--- src/rtl/hazard_fwd_ctrl_pkg.sv ---
// Shared pipeline types for the hazard/forwarding controller:
// forward-select encodings, the zero register and a scoreboard entry.
package cpu_pkg;

  localparam logic [1:0] FWD_REG = 2'b00;  // operand from register file
  localparam logic [1:0] FWD_WB  = 2'b01;  // operand from WB result
  localparam logic [1:0] FWD_MEM = 2'b10;  // operand from MEM ALU result

  localparam logic [4:0] REG_ZERO = 5'd0;

  // One pipeline stage worth of destination bookkeeping
  typedef struct packed {
    logic       valid;
    logic [4:0] rd;
    logic       regwrite;
    logic       memread;
  } sb_entry_t;

  // A stage produces register r if it is real, writes, and r is not r0
  function automatic logic sb_hit(input sb_entry_t e, input logic [4:0] r);
    return e.valid && e.regwrite && (e.rd == r) && (r != REG_ZERO);
  endfunction

endpackage

--- src/rtl/hazard_fwd_ctrl_if.sv ---
// Decode-side bundle between the pipeline and the hazard/forwarding controller.
interface hazard_fwd_ctrl_if #(
  parameter int WIDTH_CNT = 16
);
  logic                 id_valid;
  logic [4:0]           id_rs;
  logic [4:0]           id_rt;
  logic                 id_use_rs;
  logic                 id_use_rt;
  logic [4:0]           id_rd;
  logic                 id_regwrite;
  logic                 id_memread;
  logic                 ex_branch_taken;
  logic [1:0]           fwd_a_sel;
  logic [1:0]           fwd_b_sel;
  logic                 stall;
  logic                 flush_id;
  logic [WIDTH_CNT-1:0] stall_cnt;

  // Pipeline side: presents the ID instruction, consumes controls
  modport master (
    output id_valid, id_rs, id_rt, id_use_rs, id_use_rt, id_rd,
           id_regwrite, id_memread, ex_branch_taken,
    input  fwd_a_sel, fwd_b_sel, stall, flush_id, stall_cnt
  );

  // Controller side
  modport slave (
    input  id_valid, id_rs, id_rt, id_use_rs, id_use_rt, id_rd,
           id_regwrite, id_memread, ex_branch_taken,
    output fwd_a_sel, fwd_b_sel, stall, flush_id, stall_cnt
  );
endinterface

--- src/rtl/hazard_fwd_ctrl_fwd_match.sv ---
// Per-operand forward selection: compares one source register against the
// EX and MEM scoreboard entries. EX is checked first because it is the
// youngest producer and will sit in MEM when the consumer reaches EX.
module fwd_match
  import cpu_pkg::*;
(
  input  logic [4:0] src_i,
  input  logic       use_i,
  input  sb_entry_t  ex_i,
  input  sb_entry_t  mem_i,
  output logic [1:0] sel_o
);

  // Load flags are not needed here; load-use is resolved by the stall
  logic unused_memread;
  assign unused_memread = ex_i.memread ^ mem_i.memread;

  // Priority select: EX producer -> MEM result, MEM producer -> WB result
  always_comb begin
    sel_o = FWD_REG;
    if (use_i) begin
      if (sb_hit(ex_i, src_i))       sel_o = FWD_MEM;
      else if (sb_hit(mem_i, src_i)) sel_o = FWD_WB;
    end
  end

endmodule

--- src/rtl/hazard_fwd_ctrl.sv ---
// Hazard and forwarding controller beside ID. Keeps an EX/MEM/WB scoreboard
// of destinations, registers forward selects on ID->EX advance, and raises
// load-use stall / branch flush combinationally.
module hazard_fwd_ctrl
  import cpu_pkg::*;
#(
  parameter int WIDTH_CNT = 16
) (
  input  logic             clk,
  input  logic             rst,
  hazard_fwd_ctrl_if.slave hzd
);

  localparam int NUM_OPS = 2;  // operand A (rs), operand B (rt)

  sb_entry_t ex_q, mem_q, wb_q, ex_d;
  sb_entry_t id_ent;

  logic [NUM_OPS-1:0][4:0] src;
  logic [NUM_OPS-1:0]      use_src;
  logic [NUM_OPS-1:0][1:0] fwd_sel;
  logic [NUM_OPS-1:0][1:0] sel_q, sel_d;

  logic [WIDTH_CNT-1:0] stall_cnt_q, stall_cnt_d;
  logic                 ld_dep, stall, flush, advance;

  // WB entry completes the scoreboard; regfile write-before-read means it
  // never needs to forward
  logic unused_wb;
  assign unused_wb = ^wb_q;

  assign id_ent = '{valid:    hzd.id_valid,
                    rd:       hzd.id_rd,
                    regwrite: hzd.id_regwrite,
                    memread:  hzd.id_memread};

  assign src[0]     = hzd.id_rs;
  assign src[1]     = hzd.id_rt;
  assign use_src[0] = hzd.id_use_rs;
  assign use_src[1] = hzd.id_use_rt;

  for (genvar g = 0; g < NUM_OPS; g++) begin : g_op
    fwd_match u_match (
      .src_i (src[g]),
      .use_i (use_src[g]),
      .ex_i  (ex_q),
      .mem_i (mem_q),
      .sel_o (fwd_sel[g])
    );
  end

  // Load in EX whose result the ID instruction needs next cycle
  assign ld_dep = ex_q.valid && ex_q.memread && ex_q.regwrite &&
                  (ex_q.rd != REG_ZERO) &&
                  ((hzd.id_use_rs && (ex_q.rd == hzd.id_rs)) ||
                   (hzd.id_use_rt && (ex_q.rd == hzd.id_rt)));

  // Flush beats stall; both are forced low while reset is asserted
  assign stall   = !rst && hzd.id_valid && ld_dep && !hzd.ex_branch_taken;
  assign flush   = !rst && hzd.ex_branch_taken;
  assign advance = !stall && !flush;

  // Next EX entry and selects: ID instruction on advance, bubble otherwise
  always_comb begin
    ex_d  = '0;
    sel_d = '0;
    if (advance) begin
      ex_d  = id_ent;
      sel_d = fwd_sel;
    end
  end

  // Saturating stall-cycle counter
  always_comb begin
    stall_cnt_d = stall_cnt_q;
    if (stall && (stall_cnt_q != '1)) stall_cnt_d = stall_cnt_q + 1'b1;
  end

  // Scoreboard shift, select registers and counter
  always_ff @(posedge clk or posedge rst) begin
    if (rst) begin
      ex_q        <= '0;
      mem_q       <= '0;
      wb_q        <= '0;
      sel_q       <= '0;
      stall_cnt_q <= '0;
    end else begin
      wb_q        <= mem_q;
      mem_q       <= ex_q;
      ex_q        <= ex_d;
      sel_q       <= sel_d;
      stall_cnt_q <= stall_cnt_d;
    end
  end

  assign hzd.fwd_a_sel = sel_q[0];
  assign hzd.fwd_b_sel = sel_q[1];
  assign hzd.stall     = stall;
  assign hzd.flush_id  = flush;
  assign hzd.stall_cnt = stall_cnt_q;

endmodule

--- src/flat_wrapper.sv ---
// flat-port wrapper written by rule: the top's interface ports become plain ports
module hazard_fwd_ctrl_flat import cpu_pkg::*;
#(
  parameter int WIDTH_CNT = 16
)
  (clk, rst, hzd_id_valid, hzd_id_rs, hzd_id_rt, hzd_id_use_rs, hzd_id_use_rt, hzd_id_rd, hzd_id_regwrite, hzd_id_memread, hzd_ex_branch_taken, hzd_fwd_a_sel, hzd_fwd_b_sel, hzd_stall, hzd_flush_id, hzd_stall_cnt);
  hazard_fwd_ctrl_if #(.WIDTH_CNT(WIDTH_CNT)) hzd_i ();
  input  logic clk;
  input  logic rst;
  input wire logic [$bits(hzd_i.id_valid)-1:0] hzd_id_valid;
  input wire logic [$bits(hzd_i.id_rs)-1:0] hzd_id_rs;
  input wire logic [$bits(hzd_i.id_rt)-1:0] hzd_id_rt;
  input wire logic [$bits(hzd_i.id_use_rs)-1:0] hzd_id_use_rs;
  input wire logic [$bits(hzd_i.id_use_rt)-1:0] hzd_id_use_rt;
  input wire logic [$bits(hzd_i.id_rd)-1:0] hzd_id_rd;
  input wire logic [$bits(hzd_i.id_regwrite)-1:0] hzd_id_regwrite;
  input wire logic [$bits(hzd_i.id_memread)-1:0] hzd_id_memread;
  input wire logic [$bits(hzd_i.ex_branch_taken)-1:0] hzd_ex_branch_taken;
  output wire logic [$bits(hzd_i.fwd_a_sel)-1:0] hzd_fwd_a_sel;
  output wire logic [$bits(hzd_i.fwd_b_sel)-1:0] hzd_fwd_b_sel;
  output wire logic [$bits(hzd_i.stall)-1:0] hzd_stall;
  output wire logic [$bits(hzd_i.flush_id)-1:0] hzd_flush_id;
  output wire logic [$bits(hzd_i.stall_cnt)-1:0] hzd_stall_cnt;
  assign hzd_i.id_valid = hzd_id_valid;
  assign hzd_i.id_rs = hzd_id_rs;
  assign hzd_i.id_rt = hzd_id_rt;
  assign hzd_i.id_use_rs = hzd_id_use_rs;
  assign hzd_i.id_use_rt = hzd_id_use_rt;
  assign hzd_i.id_rd = hzd_id_rd;
  assign hzd_i.id_regwrite = hzd_id_regwrite;
  assign hzd_i.id_memread = hzd_id_memread;
  assign hzd_i.ex_branch_taken = hzd_ex_branch_taken;
  assign hzd_fwd_a_sel = hzd_i.fwd_a_sel;
  assign hzd_fwd_b_sel = hzd_i.fwd_b_sel;
  assign hzd_stall = hzd_i.stall;
  assign hzd_flush_id = hzd_i.flush_id;
  assign hzd_stall_cnt = hzd_i.stall_cnt;
  hazard_fwd_ctrl #(.WIDTH_CNT(WIDTH_CNT)) u_core (.clk(clk), .rst(rst), .hzd(hzd_i));
endmodule
--- config.mk ---
export PLATFORM = sky130hd
export DESIGN_NAME = hazard_fwd_ctrl_flat
export DESIGN_NICKNAME = d
export VERILOG_FILES = /design/src/rtl/hazard_fwd_ctrl_pkg.sv /design/src/rtl/hazard_fwd_ctrl_if.sv /design/src/rtl/hazard_fwd_ctrl_fwd_match.sv /design/src/rtl/hazard_fwd_ctrl.sv /design/src/flat_wrapper.sv
export SDC_FILE = /design/constraint.sdc
export NUM_CORES = 1
export LEC_CHECK = 0
export CORE_UTILIZATION = 48
export DETAILED_ROUTE_END_ITERATION = 6
export PLACE_DENSITY = 0.82
export RECOVER_POWER = 50
export SLEW_MARGIN = 20
export SYNTH_ARGS = -nofsm -noshare
export SYNTH_HDL_FRONTEND = slang
export SYNTH_SLANG_ARGS = --single-unit
export TNS_END_PERCENT = 30
--- constraint.sdc ---
create_clock -name clk -period 2.1 [get_ports clk]
set_input_delay 0.63 -clock clk [delete_from_list [all_inputs] [get_ports clk]]
set_output_delay 0.63 -clock clk [all_outputs]
set_load 0.02 [all_outputs]
==> flow_metrics.env, run 1 <==
export IMPL_worst_slew_margin_rel=0.689
export IMPL_max_cap_violations=0
export IMPL_grt_pass1_wl_um=8740
export IMPL_syn_area_um2=1780
export IMPL_slew_violations=0
export IMPL_end_kind="output port"
export IMPL_clockBufferDepth=2
export IMPL_skew_ns=0.00480
export IMPL_gr_total_overflow=0
export IMPL_htreeDepth=2
export IMPL_whs_path_depth=0
export IMPL_cts_tree="yes"
export IMPL_violations="negative setup slack"
export IMPL_worstPathRequired_ns=1.47
export IMPL_io_buffer_count=44
export IMPL_synthCells=155
export IMPL_clk_pin_slew_ns=0.07
export IMPL_setup_viol=5
export IMPL_start_kind="flop"
export IMPL_dieArea_um2=3950
export IMPL_placed_cell_area_um2=2530
export IMPL_synth_seq_area_share=0.493
export IMPL_postRouteAntennaNets=0
export IMPL_p_leak_uw=0.00132
export IMPL_finalNetCount=267
export IMPL_synth_cell_types=40
export IMPL_drtIter0Drc=89
export IMPL_die_w_um=62.8
export IMPL_reg2regPathDepth=8
export IMPL_min_to="u_core.mem_q[7]$_DFF_PP0_"
export IMPL_syn_area_per_cell_um2=11.5
export IMPL_area_growth_pct=59.5
export IMPL_drive_gt1_frac=0.361
export IMPL_grtUsageTotal=0.297
export IMPL_vias=1678
export IMPL_rows=21
export IMPL_initial_core_util=0.516
export IMPL_powerDensity_nw_per_um2=505
export IMPL_status="finished, violations left"
export IMPL_hold_class="reg2reg"
export IMPL_fin_crit_sh=1.10
export IMPL_ctsHoldBuffers=0
export IMPL_fmax_mhz=434
export IMPL_pin_count=45
export IMPL_finalPower_uw=1430
export IMPL_worstSetupPathType="reg2out"
export IMPL_coreArea_um2=3440
export IMPL_final_util=0.823
export IMPL_syn_num_nets=179
export IMPL_grt_max_degree=36
export IMPL_dp_hpwl_um=3290
export IMPL_place_congestion=0.893
export IMPL_ys_warnings_count=0
export IMPL_worst_slew_pin_slew_ns=0.460
export IMPL_finalSetupTns_ns=-0.554
export IMPL_wire_per_inst_um=19.2
export IMPL_diodes=0
export IMPL_drc=0
export IMPL_clk_latency_ns=0.29
export IMPL_routed_via_density=5.79
export IMPL_dr_pass1_iters=4
export IMPL_crit_path_max_fanout=4
export IMPL_synth_ff_latch_count=35
export IMPL_worstHoldStart="u_core.ex_q[7]$_DFF_PP0_"
export IMPL_cts_sinks=35
export IMPL_rsz0062_at_grt="yes"
export IMPL_dp_worst_setup_slack_ns=-1.13
export IMPL_cts_buffers=5
export IMPL_critical_path_arrival_ns=1.67
export IMPL_r2r_end="u_core.hzd.stall_cnt[1]$_DFFE_PP0P_"
export IMPL_r2r_slack_ns=-0.16
export IMPL_stdcell_area_um2=2830
export IMPL_timing_rr_start="u_core.ex_q[4]$_DFF_PP0_"
export IMPL_die_y_um=62.8
export IMPL_setup_slack_ns=-0.204
export IMPL_grt_pass1_vias=1820
export IMPL_antenna_found_initial=0
export IMPL_min_period_ns=2.30
export IMPL_root_buffer="clkbuf_8"
export IMPL_report_final_hold_viol_count=0
export IMPL_ir_drop_mv=0.452
export IMPL_routed_wl_um=5570
## synthesized netlist by cell type, drive strengths merged
library cell / number / area [um^2]
nor4b: 2 / 17.5
mux2: 2 / 26.3
inv: 1 / 3.75
and3: 1 / 6.26
a21oi: 1 / 8.76
or4: 2 / 15.0
nor3: 7 / 51.3
nor2b: 3 / 18.8
a31oi: 1 / 6.26
and2b: 1 / 7.51
nand3: 6 / 30.0
o21a: 1 / 7.51
and4b: 1 / 10.0
or3: 1 / 11.3
xnor2: 10 / 87.6
xor2: 24 / 210
a32oi: 1 / 16.3
a32o: 1 / 10.0
nand2b: 2 / 12.5
dfrtp: 35 / 876
a21o: 1 / 7.51
ha: 1 / 12.5
and2: 9 / 56.3
nand4b: 1 / 8.76
a211oi: 1 / 12.5
nand3b: 2 / 15.0
nor3b: 1 / 12.5
o21ai: 3 / 18.8
and4: 2 / 17.5
a211o: 1 / 8.76
nor2: 4 / 15.0
nor4: 10 / 62.6
o2111a: 1 / 11.3
nand2: 6 / 22.5
buf: 1 / 11.3
nand4: 8 / 50.1
## state kept, by name, summed over array words and instances (netlist names)
register	flops
u_core.hzd.stall_cnt	16
u_core.ex_q	8
u_core.mem_q	7
u_core.hzd.fwd_a_sel	2
u_core.hzd.fwd_b_sel	2
## cell families (layout without fill, tap and decap cells)
| family | after synthesis | count (layout) | synth area share |
|---|---|---|---|
| flip-flops | 35 | 35 | 0.493 |
| XOR/XNOR | 34 | 34 | 0.168 |
| buffers and inverters | 2 | 91 | 0.00845 |
| adder cells (fa/ha/maj) | 1 | 1 | 0.00705 |
| AO/OA/AOI/OAI | 12 | 12 | 0.0606 |
| multiplexers | 2 | 2 | 0.0148 |
| AND/OR/NAND/NOR | 69 | 69 | 0.248 |
## per-stage QoR
| stage | hold WS (ns) | cells |
|---|---|---|
| floorplan | 0.354 | 155 |
| global placement | 0.359 | 274 |
| detailed placement | 0.366 | 274 |
| CTS | 0.378 | 290 |
| global route | 0.402 | 290 |
| finish | 0.391 | 290 |
## worst max-delay path by stage
stage | startpoint | to | slack [ns]
finish | u_core.ex_q[4]$_DFF_PP0_ | hzd_stall | -0.20
global route | u_core.ex_q[4]$_DFF_PP0_ | hzd_stall | -0.24
CTS | u_core.ex_q[4]$_DFF_PP0_ | hzd_stall | -0.17
detailed placement | hzd_id_rs[4] | hzd_stall | -1.13
global placement | hzd_id_rs[4] | hzd_stall | -1.12
floorplan | hzd_id_rs[4] | hzd_stall | -0.03
## cell usage in the layout, fill, tap and decap left out, types with 8 or more instances in the layout
cell type / instances
buf_4: 34
dfrtp_1: 30
clkdlybuf4s50_1: 27
xor2_1: 19
and2_1: 9
xnor2_1: 9
nand4_1: 8
buf_6: 8
## cell type report
type | count | area [um^2]
Clock buffer | 7 | 76.3
Clock inverter | 1 | 5.00
Fill cell | 182 | 609
Inverter | 1 | 3.75
Multi-Input combinational cell | 118 | 1090
Sequential cell | 35 | 882
Tap cell | 46 | 57.6
Timing Repair Buffer | 82 | 718
## routing by layer
layer,wire length [um],vias up,GRT usage,part of all wire
met1,2210,811,0.339,0.40
met5,0,-,0,0
met3,372,31,0.0766,0.067
met4,274,0,0.163,0.049
li1,-,733,-,-
met2,2710,103,0.503,0.49
## critical path, cell delays in order (launching register included)
cell and delay (ns):
dfrtp_2 0.48, xor2_4 0.19, nor3_4 0.27, a32oi_4 0.15
nor3_4 0.16, buf_6 0.14
## repair_timing
item / CTS / global route
pin swaps: 13 / 6
setup buffers: 9 / 1
endpoints found under the setup margin: 30 / 26
resized for setup: 75 / 19
## power breakdown
part | total [uW] | leakage [uW] | internal, uW | switching, uW
Combinational | 239 | 0.000822 | 119 | 120
Sequential | 720 | 0.000458 | 694 | 25.5
Clock | 471 | 0.0000422 | 232 | 239
Total | 1430 | 0.00132 | 1050 | 384
Power figures use the tool's default switching activity.
==> inputs of run 2 (changes only) <==
--- a/config.mk
+++ b/config.mk
@@ -7,7 +7,7 @@
 export LEC_CHECK = 0
 export CORE_UTILIZATION = 48
 export DETAILED_ROUTE_END_ITERATION = 6
-export PLACE_DENSITY = 0.82
+export PLACE_DENSITY = 0.78
 export RECOVER_POWER = 50
 export SLEW_MARGIN = 20
 export SYNTH_ARGS = -nofsm -noshare
==> run 2 against run 1 <==
Against the previous run:
- the flow still finishes with violations (negative setup slack)
- cell count grew 1.0%
- critical endpoint unchanged
- hold slack gained 0.0038 ns
- non-clock buffer count increased by 3
- clock skew up 0.0031 ns
- first-iteration DRC count is 17% higher
- die area unchanged
- via count decreased by 2.4%
==> flow_metrics.env, run 2 (synthesis results as in run 1) <==
export IMPL_status="finished, violations left"
export IMPL_violations="negative setup slack"
export IMPL_skew_ns=0.00787
export IMPL_drc=0
export IMPL_wire_per_inst_um=18.0
export IMPL_place_inst=276
export IMPL_clk_pin_slew_ns=0.07
export IMPL_clk_latency_ns=0.30
export IMPL_instances_no_fill=293
export IMPL_area_growth_pct=60.4
export IMPL_ir_drop_mv=0.530
export IMPL_crit_top_cell="nor3_4"
export IMPL_slew_violations=0
export IMPL_worst_slew_margin_rel=0.612
export IMPL_initial_core_util=0.516
export IMPL_final_cell_mix="buf_4, dfrtp_1, clkdlybuf4s50_1, xor2_1, xnor2_1"
export IMPL_max_cap_violations=0
export IMPL_cpLargestDelayFamily="flip-flops"
export IMPL_crit_path_top_delay_cell="dfrtp_2"
export IMPL_fin_crit_sh=1.08
export IMPL_max_stage_delay_ns=0.45
export IMPL_powerDensity_nw_per_um2=557
export IMPL_dp_worst_setup_slack_ns=-1.08
export IMPL_rsz0062_at_grt="yes"
export IMPL_drive_gt1_frac=0.372
export IMPL_layout_commonest_cell="buf_4"
export IMPL_startpoint="u_core.ex_q[5]$_DFF_PP0_"
export IMPL_final_util=0.827
export IMPL_finalPower_uw=1590
export IMPL_p_leak_uw=0.00128
export IMPL_end_kind="output port"
export IMPL_hold_class="reg2reg"
export IMPL_cts_buffers=5
export IMPL_dieArea_um2=3950
export IMPL_critical_path_arrival_ns=1.65
export IMPL_worstSetupPathType="reg2out"
export IMPL_drtIter0Drc=104
export IMPL_largest_reg_flops=16
export IMPL_coreArea_um2=3440
export IMPL_report_final_hold_viol_count=0
export IMPL_dr_pass1_iters=4
export IMPL_finalNetCount=270
export IMPL_crit_path_max_fanout=3
export IMPL_ctsHoldBuffers=0
export IMPL_grt_pass1_vias=1679
export IMPL_grt_pass1_wl_um=8140
export IMPL_place_congestion=0.878
export IMPL_cp_cell_sequence="xor2_2 -> nor3_4 -> a32oi_4 -> nor3_4 -> buf_6"
export IMPL_worst_slew_pin_slew_ns=0.574
export IMPL_path_buf_inv=1
export IMPL_pin_count=45
export IMPL_dp_hpwl_um=3480
export IMPL_cts_sinks=35
export IMPL_setup_viol=3
export IMPL_root_buffer="clkbuf_8"
export IMPL_min_period_ns=2.28
export IMPL_worstHoldStart="u_core.ex_q[1]$_DFF_PP0_"
export IMPL_clockBufferDepth=2
export IMPL_fmax_mhz=439
export IMPL_grt_max_degree=36
export IMPL_io_buffer_count=44
export IMPL_rows=21
export IMPL_routed_via_density=5.59
export IMPL_die_y_um=62.8
export IMPL_setup_slack_ns=-0.176
export IMPL_routed_wl_um=5270
export IMPL_die_w_um=62.8
export IMPL_cts_tree="yes"
export IMPL_worstPathRequired_ns=1.47
export IMPL_grtUsageTotal=0.279
export IMPL_gr_total_overflow=0
export IMPL_timing_rr_start="u_core.ex_q[5]$_DFF_PP0_"
export IMPL_postRouteAntennaNets=0
export IMPL_vias=1637
export IMPL_diodes=0
export IMPL_antenna_found_initial=0
export IMPL_htreeDepth=2
export IMPL_start_kind="flop"
-- run 2: cell types whose count changed in the layout (fill, tap and decap cells not counted), moves of 2 or more --
cell / delta
nor4_2: +4
buf_2: +2
buf_4: +2
buf_6: -2
clkbuf_1: -2
nor3_1: +2
nor4_1: -2
nor4_4: -2
-- run 2: final timing paths --
kind	cells past startpoint	to	slack [ns]
hold reg to reg	0	u_core.mem_q[1]$_DFF_PP0_	0.39
hold / removal	0	u_core.mem_q[1]$_DFF_PP0_	0.39
setup reg to reg	7	u_core.hzd.stall_cnt[1]$_DFFE_PP0P_	-0.06
min in group asynchronous	4	u_core.hzd.stall_cnt[0]$_DFFE_PP0P_	0.56
max in group asynchronous	4	u_core.ex_q[6]$_DFF_PP0_	1.22
setup / recovery	5	hzd_stall	-0.18
-- run 2: layer usage --
metal / part of all wire / vias to the layer above / track usage
met1: 0.41 / 806 / 0.343
met2: 0.52 / 68 / 0.454
li1: - / 747 / -
met4: 0.027 / 0 / 0.142
met3: 0.046 / 16 / 0.0693
met5: 0 / - / 0
-- run 2: area by class of cell --
cell class / instances / area, um^2
multi-input combinational: 118 / 1060
clock inverter: 2 / 35.0
clock buffer: 6 / 82.6
fill: 189 / 594
inverter: 1 / 3.75
sequential: 35 / 881
timing repair buffer: 85 / 723
tap: 46 / 57.6
-- run 2: repair_timing --
| action | CTS | global route |
|---|---|---|
| buffers inserted | 6 | 3 |
| setup endpoints to repair | 30 | 11 |
| endpoints found under the hold margin | 0 | 0 |
| gates resized for setup | 62 | 20 |
| pin swaps | 10 | 9 |
-- run 2: power by group --
part           internal [uW]  switching (uW)  total (uW)
Combinational            122             113         234
Sequential               694            23.9         718
Clock                    384             252         635
-- run 2: metrics by stage --
| step | TNS (ns) | cell area (um^2) | hold slack, ns |
|---|---|---|---|
| 2_1_floorplan | -0.0311 | 1820 | 0.354 |
| 3_3_place_gp | -15.00 | 2540 | 0.360 |
| 3_5_place_dp | -15.35 | 2540 | 0.363 |
| 4_1_cts | -0.194 | 2740 | 0.400 |
| 5_1_grt | -0.648 | 2850 | 0.413 |
| 6_report | -0.245 | 2850 | 0.394 |
